**src/rtl/tenths_stopwatch_pkg.sv**
```systemverilog
// Shared types and constants for the tenths-of-a-second stopwatch.
// State encoding is fixed so the display/debug side can decode it directly.
package tenths_stopwatch_pkg;

   localparam int BCD_W            = 4;
   localparam int DEF_TENTHS_MAX   = 9;
   localparam int DEF_SEC_ONES_MAX = 9;
   localparam int DEF_SEC_TENS_MAX = 5;
   localparam int DEF_MIN_MAX      = 9;

   typedef enum logic [1:0] {
      ST_IDLE    = 2'd0,
      ST_RUNNING = 2'd1,
      ST_PAUSED  = 2'd2
   } state_t;

   function automatic logic [BCD_W-1:0] bcd_const(input int value);
      return BCD_W'(value);
   endfunction

endpackage

```
**src/rtl/tenths_stopwatch_bcd_digit_counter.sv**
```systemverilog
// One BCD digit of the ripple chain: counts 0..MAX while enabled and
// flags a carry in the cycle it rolls back to zero.
module bcd_digit_counter
   import tenths_stopwatch_pkg::*;
#(
   parameter int MAX = DEF_TENTHS_MAX
) (
   input  logic             clk_100MHz,
   input  logic             reset,
   input  logic             en,
   input  logic             clr,
   output logic [BCD_W-1:0] q,
   output logic             carry
);

   localparam logic [BCD_W-1:0] MAX_Q = bcd_const(MAX);

   assign carry = en & (q == MAX_Q);

   always_ff @(posedge clk_100MHz or posedge reset) begin
      if (reset) begin
         q <= '0;
      end else if (clr) begin
         q <= '0;
      end else if (en) begin
         q <= (q == MAX_Q) ? '0 : q + BCD_W'(1);
      end
   end

endmodule

```
**src/rtl/tenths_stopwatch.sv**
```systemverilog
// Stopwatch core: M:SS.t BCD count advanced on rising edges of tick_10hz,
// with start/stop, clear and a lap-hold freeze on the display registers.
//
// state      | meaning
// -----------+--------------------------------------------------
// ST_IDLE    | count at zero, waiting for start_stop; lap ignored
// ST_RUNNING | count advances on each tick_10hz rising edge
// ST_PAUSED  | count frozen; start_stop resumes
module tenths_stopwatch
   import tenths_stopwatch_pkg::*;
#(
   parameter int MIN_MAX      = DEF_MIN_MAX,
   parameter int SEC_TENS_MAX = DEF_SEC_TENS_MAX
) (
   input  logic             clk_100MHz,
   input  logic             reset,
   input  logic             tick_10hz,
   input  logic             start_stop,
   input  logic             clear,
   input  logic             lap,
   output logic [BCD_W-1:0] digit_tenths,
   output logic [BCD_W-1:0] digit_sec_ones,
   output logic [BCD_W-1:0] digit_sec_tens,
   output logic [BCD_W-1:0] digit_min,
   output logic             running,
   output logic             lap_hold,
   output logic             wrapped
);

   state_t           state;
   logic             tick_prev;
   logic             tick_edge;
   logic             count_en;
   logic [BCD_W-1:0] cnt_tenths;
   logic [BCD_W-1:0] cnt_sec_ones;
   logic [BCD_W-1:0] cnt_sec_tens;
   logic [BCD_W-1:0] cnt_min;
   logic             carry_tenths;
   logic             carry_sec_ones;
   logic             carry_sec_tens;
   logic             carry_min;

   always_ff @(posedge clk_100MHz or posedge reset) begin
      if (reset) begin
         tick_prev <= 1'b0;
      end else begin
         tick_prev <= tick_10hz;
      end
   end

   assign tick_edge = tick_10hz & ~tick_prev;
   // Decided on the current state, so a tick arriving with start_stop is
   // counted only when leaving RUNNING.
   assign count_en  = (state == ST_RUNNING) & tick_edge & ~clear;

   bcd_digit_counter #(.MAX(DEF_TENTHS_MAX)) u_tenths (
      .clk_100MHz (clk_100MHz),
      .reset      (reset),
      .en         (count_en),
      .clr        (clear),
      .q          (cnt_tenths),
      .carry      (carry_tenths)
   );

   bcd_digit_counter #(.MAX(DEF_SEC_ONES_MAX)) u_sec_ones (
      .clk_100MHz (clk_100MHz),
      .reset      (reset),
      .en         (carry_tenths),
      .clr        (clear),
      .q          (cnt_sec_ones),
      .carry      (carry_sec_ones)
   );

   bcd_digit_counter #(.MAX(SEC_TENS_MAX)) u_sec_tens (
      .clk_100MHz (clk_100MHz),
      .reset      (reset),
      .en         (carry_sec_ones),
      .clr        (clear),
      .q          (cnt_sec_tens),
      .carry      (carry_sec_tens)
   );

   bcd_digit_counter #(.MAX(MIN_MAX)) u_min (
      .clk_100MHz (clk_100MHz),
      .reset      (reset),
      .en         (carry_sec_tens),
      .clr        (clear),
      .q          (cnt_min),
      .carry      (carry_min)
   );

   always_ff @(posedge clk_100MHz or posedge reset) begin
      if (reset) begin
         state    <= ST_IDLE;
         running  <= 1'b0;
         lap_hold <= 1'b0;
         wrapped  <= 1'b0;
      end else if (clear) begin
         state    <= ST_IDLE;
         running  <= 1'b0;
         lap_hold <= 1'b0;
         wrapped  <= 1'b0;
      end else begin
         case (state)
            ST_IDLE: begin
               if (start_stop) begin
                  state   <= ST_RUNNING;
                  running <= 1'b1;
               end
            end
            ST_RUNNING: begin
               if (start_stop) begin
                  state   <= ST_PAUSED;
                  running <= 1'b0;
               end
            end
            ST_PAUSED: begin
               if (start_stop) begin
                  state   <= ST_RUNNING;
                  running <= 1'b1;
               end
            end
            default: begin
               state   <= ST_IDLE;
               running <= 1'b0;
            end
         endcase

         if (lap && (state != ST_IDLE)) begin
            lap_hold <= ~lap_hold;
         end

         if (carry_min) begin
            wrapped <= 1'b1;
         end
      end
   end

   // Display tracks the count one cycle late; lap_hold freezes it.
   always_ff @(posedge clk_100MHz or posedge reset) begin
      if (reset) begin
         digit_tenths   <= '0;
         digit_sec_ones <= '0;
         digit_sec_tens <= '0;
         digit_min      <= '0;
      end else if (clear) begin
         digit_tenths   <= '0;
         digit_sec_ones <= '0;
         digit_sec_tens <= '0;
         digit_min      <= '0;
      end else if (!lap_hold) begin
         digit_tenths   <= cnt_tenths;
         digit_sec_ones <= cnt_sec_ones;
         digit_sec_tens <= cnt_sec_tens;
         digit_min      <= cnt_min;
      end
   end

   a_tenths_range: assert property (@(posedge clk_100MHz) disable iff (reset)
      cnt_tenths <= bcd_const(DEF_TENTHS_MAX));
   a_sec_ones_range: assert property (@(posedge clk_100MHz) disable iff (reset)
      cnt_sec_ones <= bcd_const(DEF_SEC_ONES_MAX));
   a_sec_tens_range: assert property (@(posedge clk_100MHz) disable iff (reset)
      cnt_sec_tens <= bcd_const(SEC_TENS_MAX));
   a_min_range: assert property (@(posedge clk_100MHz) disable iff (reset)
      cnt_min <= bcd_const(MIN_MAX));
   a_paused_stable: assert property (@(posedge clk_100MHz) disable iff (reset)
      (state == ST_PAUSED && !clear) |=>
         $stable({cnt_min, cnt_sec_tens, cnt_sec_ones, cnt_tenths}));

endmodule

```
**config.mk**
```make
export PLATFORM = sky130hd
export DESIGN_NAME = tenths_stopwatch
export DESIGN_NICKNAME = d
export VERILOG_FILES = /design/src/rtl/tenths_stopwatch_pkg.sv /design/src/rtl/tenths_stopwatch_bcd_digit_counter.sv /design/src/rtl/tenths_stopwatch.sv
export SDC_FILE = /design/constraint.sdc
export NUM_CORES = 1
export LEC_CHECK = 0
export CAP_MARGIN = 40
export CORE_MARGIN = 5
export CORE_UTILIZATION = 28
export CTS_CLUSTER_DIAMETER = 100
export DETAILED_ROUTE_END_ITERATION = 16
export PLACE_DENSITY = 0.55
export SYNTH_ARGS = -nofsm -noshare
export SYNTH_HDL_FRONTEND = slang
export SYNTH_HIERARCHICAL = 1
export SYNTH_SLANG_ARGS = --single-unit
```
**constraint.sdc**
```tcl
create_clock -name clk_100MHz -period 3.24 [get_ports clk_100MHz]
set_input_delay 0.324 -clock clk_100MHz [delete_from_list [all_inputs] [get_ports clk_100MHz]]
set_output_delay 0.324 -clock clk_100MHz [all_outputs]
set_load 0.02 [all_outputs]
```
==> results.toml <==
[critical_path]
cp_slowest_cell = "sky130_fd_sc_hd__clkdlybuf4s50_1"
path_class = "input port to flop"
required_ns = 3.45
crit_family = "simple AND/OR/NAND/NOR gates"
sequence_of_cells_on_the_critical_path = "clkdlybuf4s50_1 -> nor2_1 -> and4b_1 -> inv_1 -> nor2_1 -> buf_4 -> inv_1 -> nor2_1 -> buf_4 -> nand2_1 -> nor2_1 -> nand2_2 -> a211o_1 -> a21oi_2"
timing.critical_path.fanout_max = 7
worst_path_most_repeated_cell = "sky130_fd_sc_hd__nor2_1"
worst-endpoint-arrival_ns = 2.76
worst-path-buf-inv = 5
setup.worst_path.end_class = "flop"
timing.critical_path.from_type = "input port"
slowest_delay_ns = 0.46

[timing]
final.period_utilization = 0.785
finalHoldViolations = 0
maxClockFrequency_ghz = 0.393
finalSetupTns_ns = 0
whs_ns = 0.376
drv_slew = 0
worst_slew_slack_as_a_fraction_of_its_limit = 0.686
fin_worst_skew_ns = 0.00268
rsz0062_at_grt = "no"
actual_slew_at_the_worst_max_slew_pin_ns = 0.470
setup_violations = 0
fin_crit_ns = 2.54

[clock_tree]
postCtsSetupRepairBufs = 0
clock_tree_from_tritoncts = "yes"
post_cts_hold_buffer_count = 0
tritoncts_num_sinks = 37
cts-buffers-inserted = 5
clock_tree.htree_level_count = 2
post_cts_resized = 0
cts_buffer_depth = 2
insertion_delay_ns = 0.29
cts_root_buffer = "sky130_fd_sc_hd__clkbuf_8"
clk_transition_reported_paths_ns = 0.07

[synth]
synth.yosys.seq_area_share = 0.503
synth_seq_cells = 37
ys_async_sr_fraction = 1.00
synthesis.area_um2 = 1840
synthesis.nets = 193
yosys.area.top_type_share = 0.503
yosysMostFrequentCell = "sky130_fd_sc_hd__dfrtp_1"
synth_flop_cell = "sky130_fd_sc_hd__dfrtp_1"
synth_cell_types = 26
synth_edf_count = 0
synth_largest_area_cell = "sky130_fd_sc_hd__dfrtp_1"
synthesis.instances = 179
synth.cells.most_frequent = "37 x sky130_fd_sc_hd__dfrtp_1, 25 x sky130_fd_sc_hd__nor2_1, 16 x sky130_fd_sc_hd__mux2i_1"
post_synth_main_area_contributors = "sky130_fd_sc_hd__dfrtp_1 50%, sky130_fd_sc_hd__mux2i_1 8.7%, sky130_fd_sc_hd__ha_1 5.4%"
synth-warning-count = 6
syn_avg_cell_area_um2 = 10.3

[global_route]
global_route.overflow_total = 0
global_route_wire_length_before_repair_um = 6780
antenna_found_initial = 0
first_global_vias = 1293
grt_max_degree = 39
groute.usage.overall = 0.102

[floorplanning]
design.die.area_um2 = 8290
dieWidth_um = 91.1
ioPinCount = 25
core_area_um2 = 6390
start_util = 0.288
chipHeight_um = 91.1
std_cell_rows = 29

[detailed_routing]
ant_nets = 0
vias_per_cell = 4.72
detail_route.wl_per_cell_um = 13.8
drt_iter0_drc = 63
remaining_design_rule_violation_count = 0
vias = 1365
drt-total-wl_um = 4000
drt_first_pass_iters = 4

[power]
static-leakage-power_uw = 0.000931
sequentialPowerShare = 0.557
netSwitchingPower_uw = 199
clockPowerShare = 0.372
worst_ir_drop_vdd_mv = 0.143
p_int_uw = 641
power.share.combinational = 0.071
power_per_cell_area_nw_per_um2 = 370
p_sw_frac = 0.237
post-layout-total-power_uw = 840

[layout]
layout-drive-gt1-share = 0.0896
n_diodes = 0
regArea_um2 = 926
multi_input_comb_area_um2 = 832
layout_overhead_on_the_synthesized_area_pct = 23.3
fin_util = 0.355
final.fill_count = 645
finalNetCount = 225

[placed_design]
finalWeightedCongestion = 0.714
io_buffers = 24
dpl.hpwl_um = 2730

[min_path]
hold_class = "input port to async pin"

[job]
drv.max_cap_violation_count = 0

[status]
run_status = "complete, no violations"
per-layer routing:
metal | GRT usage | part of all wire | vias up
li1 | - | - | 676
met1 | 0.136 | 0.47 | 651
met2 | 0.154 | 0.47 | 31
met3 | 0.0306 | 0.041 | 7
met4 | 0.0403 | 0.017 | 0
met5 | 0 | 0 | -
registers in the layout, summed over array words and instances, names as in the netlist, 2 cells and up:
name	flops
state	2
digit_tenths	4
digit_sec_tens	4
u_min/q	4
u_sec_tens/q	4
u_tenths/q	4
u_sec_ones/q	4
digit_sec_ones	4
digit_min	4
final timing paths:
| kind | from | end | slack, ns | depth (start not counted) |
|---|---|---|---|---|
| worst min-delay path | reset | u_sec_tens/q[2]$_DFFE_PP0P_ | 0.38 | 2 |
| worst max-delay path | clear | u_min/q[2]$_DFFE_PP0P_ | 0.70 | 14 |
| max in group asynchronous | reset | digit_tenths[1]$_DFFE_PP0P_ | 2.27 | 3 |
| worst max register to register | state[1]$_DFFE_PP0P_ | u_min/q[2]$_DFFE_PP0P_ | 0.85 | 12 |
| min in group clk_100MHz | wrapped$_DFFE_PP0P_ | wrapped$_DFFE_PP0P_ | 0.52 | 2 |
| worst min register to register | wrapped$_DFFE_PP0P_ | wrapped$_DFFE_PP0P_ | 0.52 | 2 |
area by class of cell:
cell class                 instances  share of cell area
inverter                          13              0.0215
sequential                        37               0.408
timing repair buffer              29               0.126
multi-input combinational        125               0.367
clock buffer                       8              0.0353
tap                               77              0.0425
placed cells by master, fill, tap and decap left out:
cell type / n
sky130_fd_sc_hd__nand2b_1: 3
sky130_fd_sc_hd__a211o_1: 3
sky130_fd_sc_hd__a21boi_0: 3
sky130_fd_sc_hd__nor3_1: 1
sky130_fd_sc_hd__buf_8: 1
sky130_fd_sc_hd__nor2b_1: 1
sky130_fd_sc_hd__dfrtp_1: 37
sky130_fd_sc_hd__nor2_1: 25
sky130_fd_sc_hd__a21oi_1: 13
sky130_fd_sc_hd__clkbuf_8: 5
sky130_fd_sc_hd__or3_1: 1
sky130_fd_sc_hd__and4b_1: 4
sky130_fd_sc_hd__nand3_1: 1
sky130_fd_sc_hd__nand2_1: 14
sky130_fd_sc_hd__mux2_2: 1
sky130_fd_sc_hd__nand2_2: 3
sky130_fd_sc_hd__o31ai_1: 1
sky130_fd_sc_hd__clkbuf_1: 3
sky130_fd_sc_hd__o21ai_1: 3
sky130_fd_sc_hd__buf_4: 4
sky130_fd_sc_hd__nand4_1: 1
sky130_fd_sc_hd__mux2i_1: 16
sky130_fd_sc_hd__or3b_1: 2
sky130_fd_sc_hd__ha_1: 8
sky130_fd_sc_hd__o21ai_0: 4
sky130_fd_sc_hd__nand3b_1: 12
sky130_fd_sc_hd__clkdlybuf4s50_1: 24
sky130_fd_sc_hd__a21oi_2: 5
sky130_fd_sc_hd__inv_1: 13
worst reg2reg max path: stages, from the launching register on:
cell	delay [ns]
sky130_fd_sc_hd__dfrtp_1	0.41
sky130_fd_sc_hd__and4b_1	0.37
sky130_fd_sc_hd__inv_1	0.10
sky130_fd_sc_hd__nor2_1	0.11
sky130_fd_sc_hd__buf_4	0.15
sky130_fd_sc_hd__inv_1	0.06
sky130_fd_sc_hd__nor2_1	0.10
sky130_fd_sc_hd__buf_4	0.15
sky130_fd_sc_hd__nand2_1	0.07
sky130_fd_sc_hd__nor2_1	0.29
sky130_fd_sc_hd__nand2_2	0.09
sky130_fd_sc_hd__a211o_1	0.30
sky130_fd_sc_hd__a21oi_2	0.12
power groups by stage:
stage	sequential, uW	combinational, uW	clock (uW)
6_report	468	59.3	313
5_1_grt	468	65.4	343
4_1_cts	468	61.3	325
3_5_place_dp	477	61.1	0
3_3_place_gp	477	58.6	0
2_1_floorplan	479	33.3	0
cells by family (layout without fill, tap and decap cells):
group                      Yosys count  after routing  synth area share
and+or+nand+nor                     68             68             0.196
buffers and inverters               17             50            0.0442
DFF                                 37             37             0.503
muxes                               17             17            0.0932
adders and majority gates            8              8            0.0544
AOI/OAI and AO/OA                   32             32             0.109
through the flow:
step	instances	worst slack, ns	cell area (um2)
floorplan	179	0.851	1840
global placement	280	0.443	2170
detailed placement	281	0.398	2190
CTS	289	0.688	2270
global route	289	0.390	2270
finish	289	0.697	2270
No activity file was read; power rests on OpenSTA's default activity.
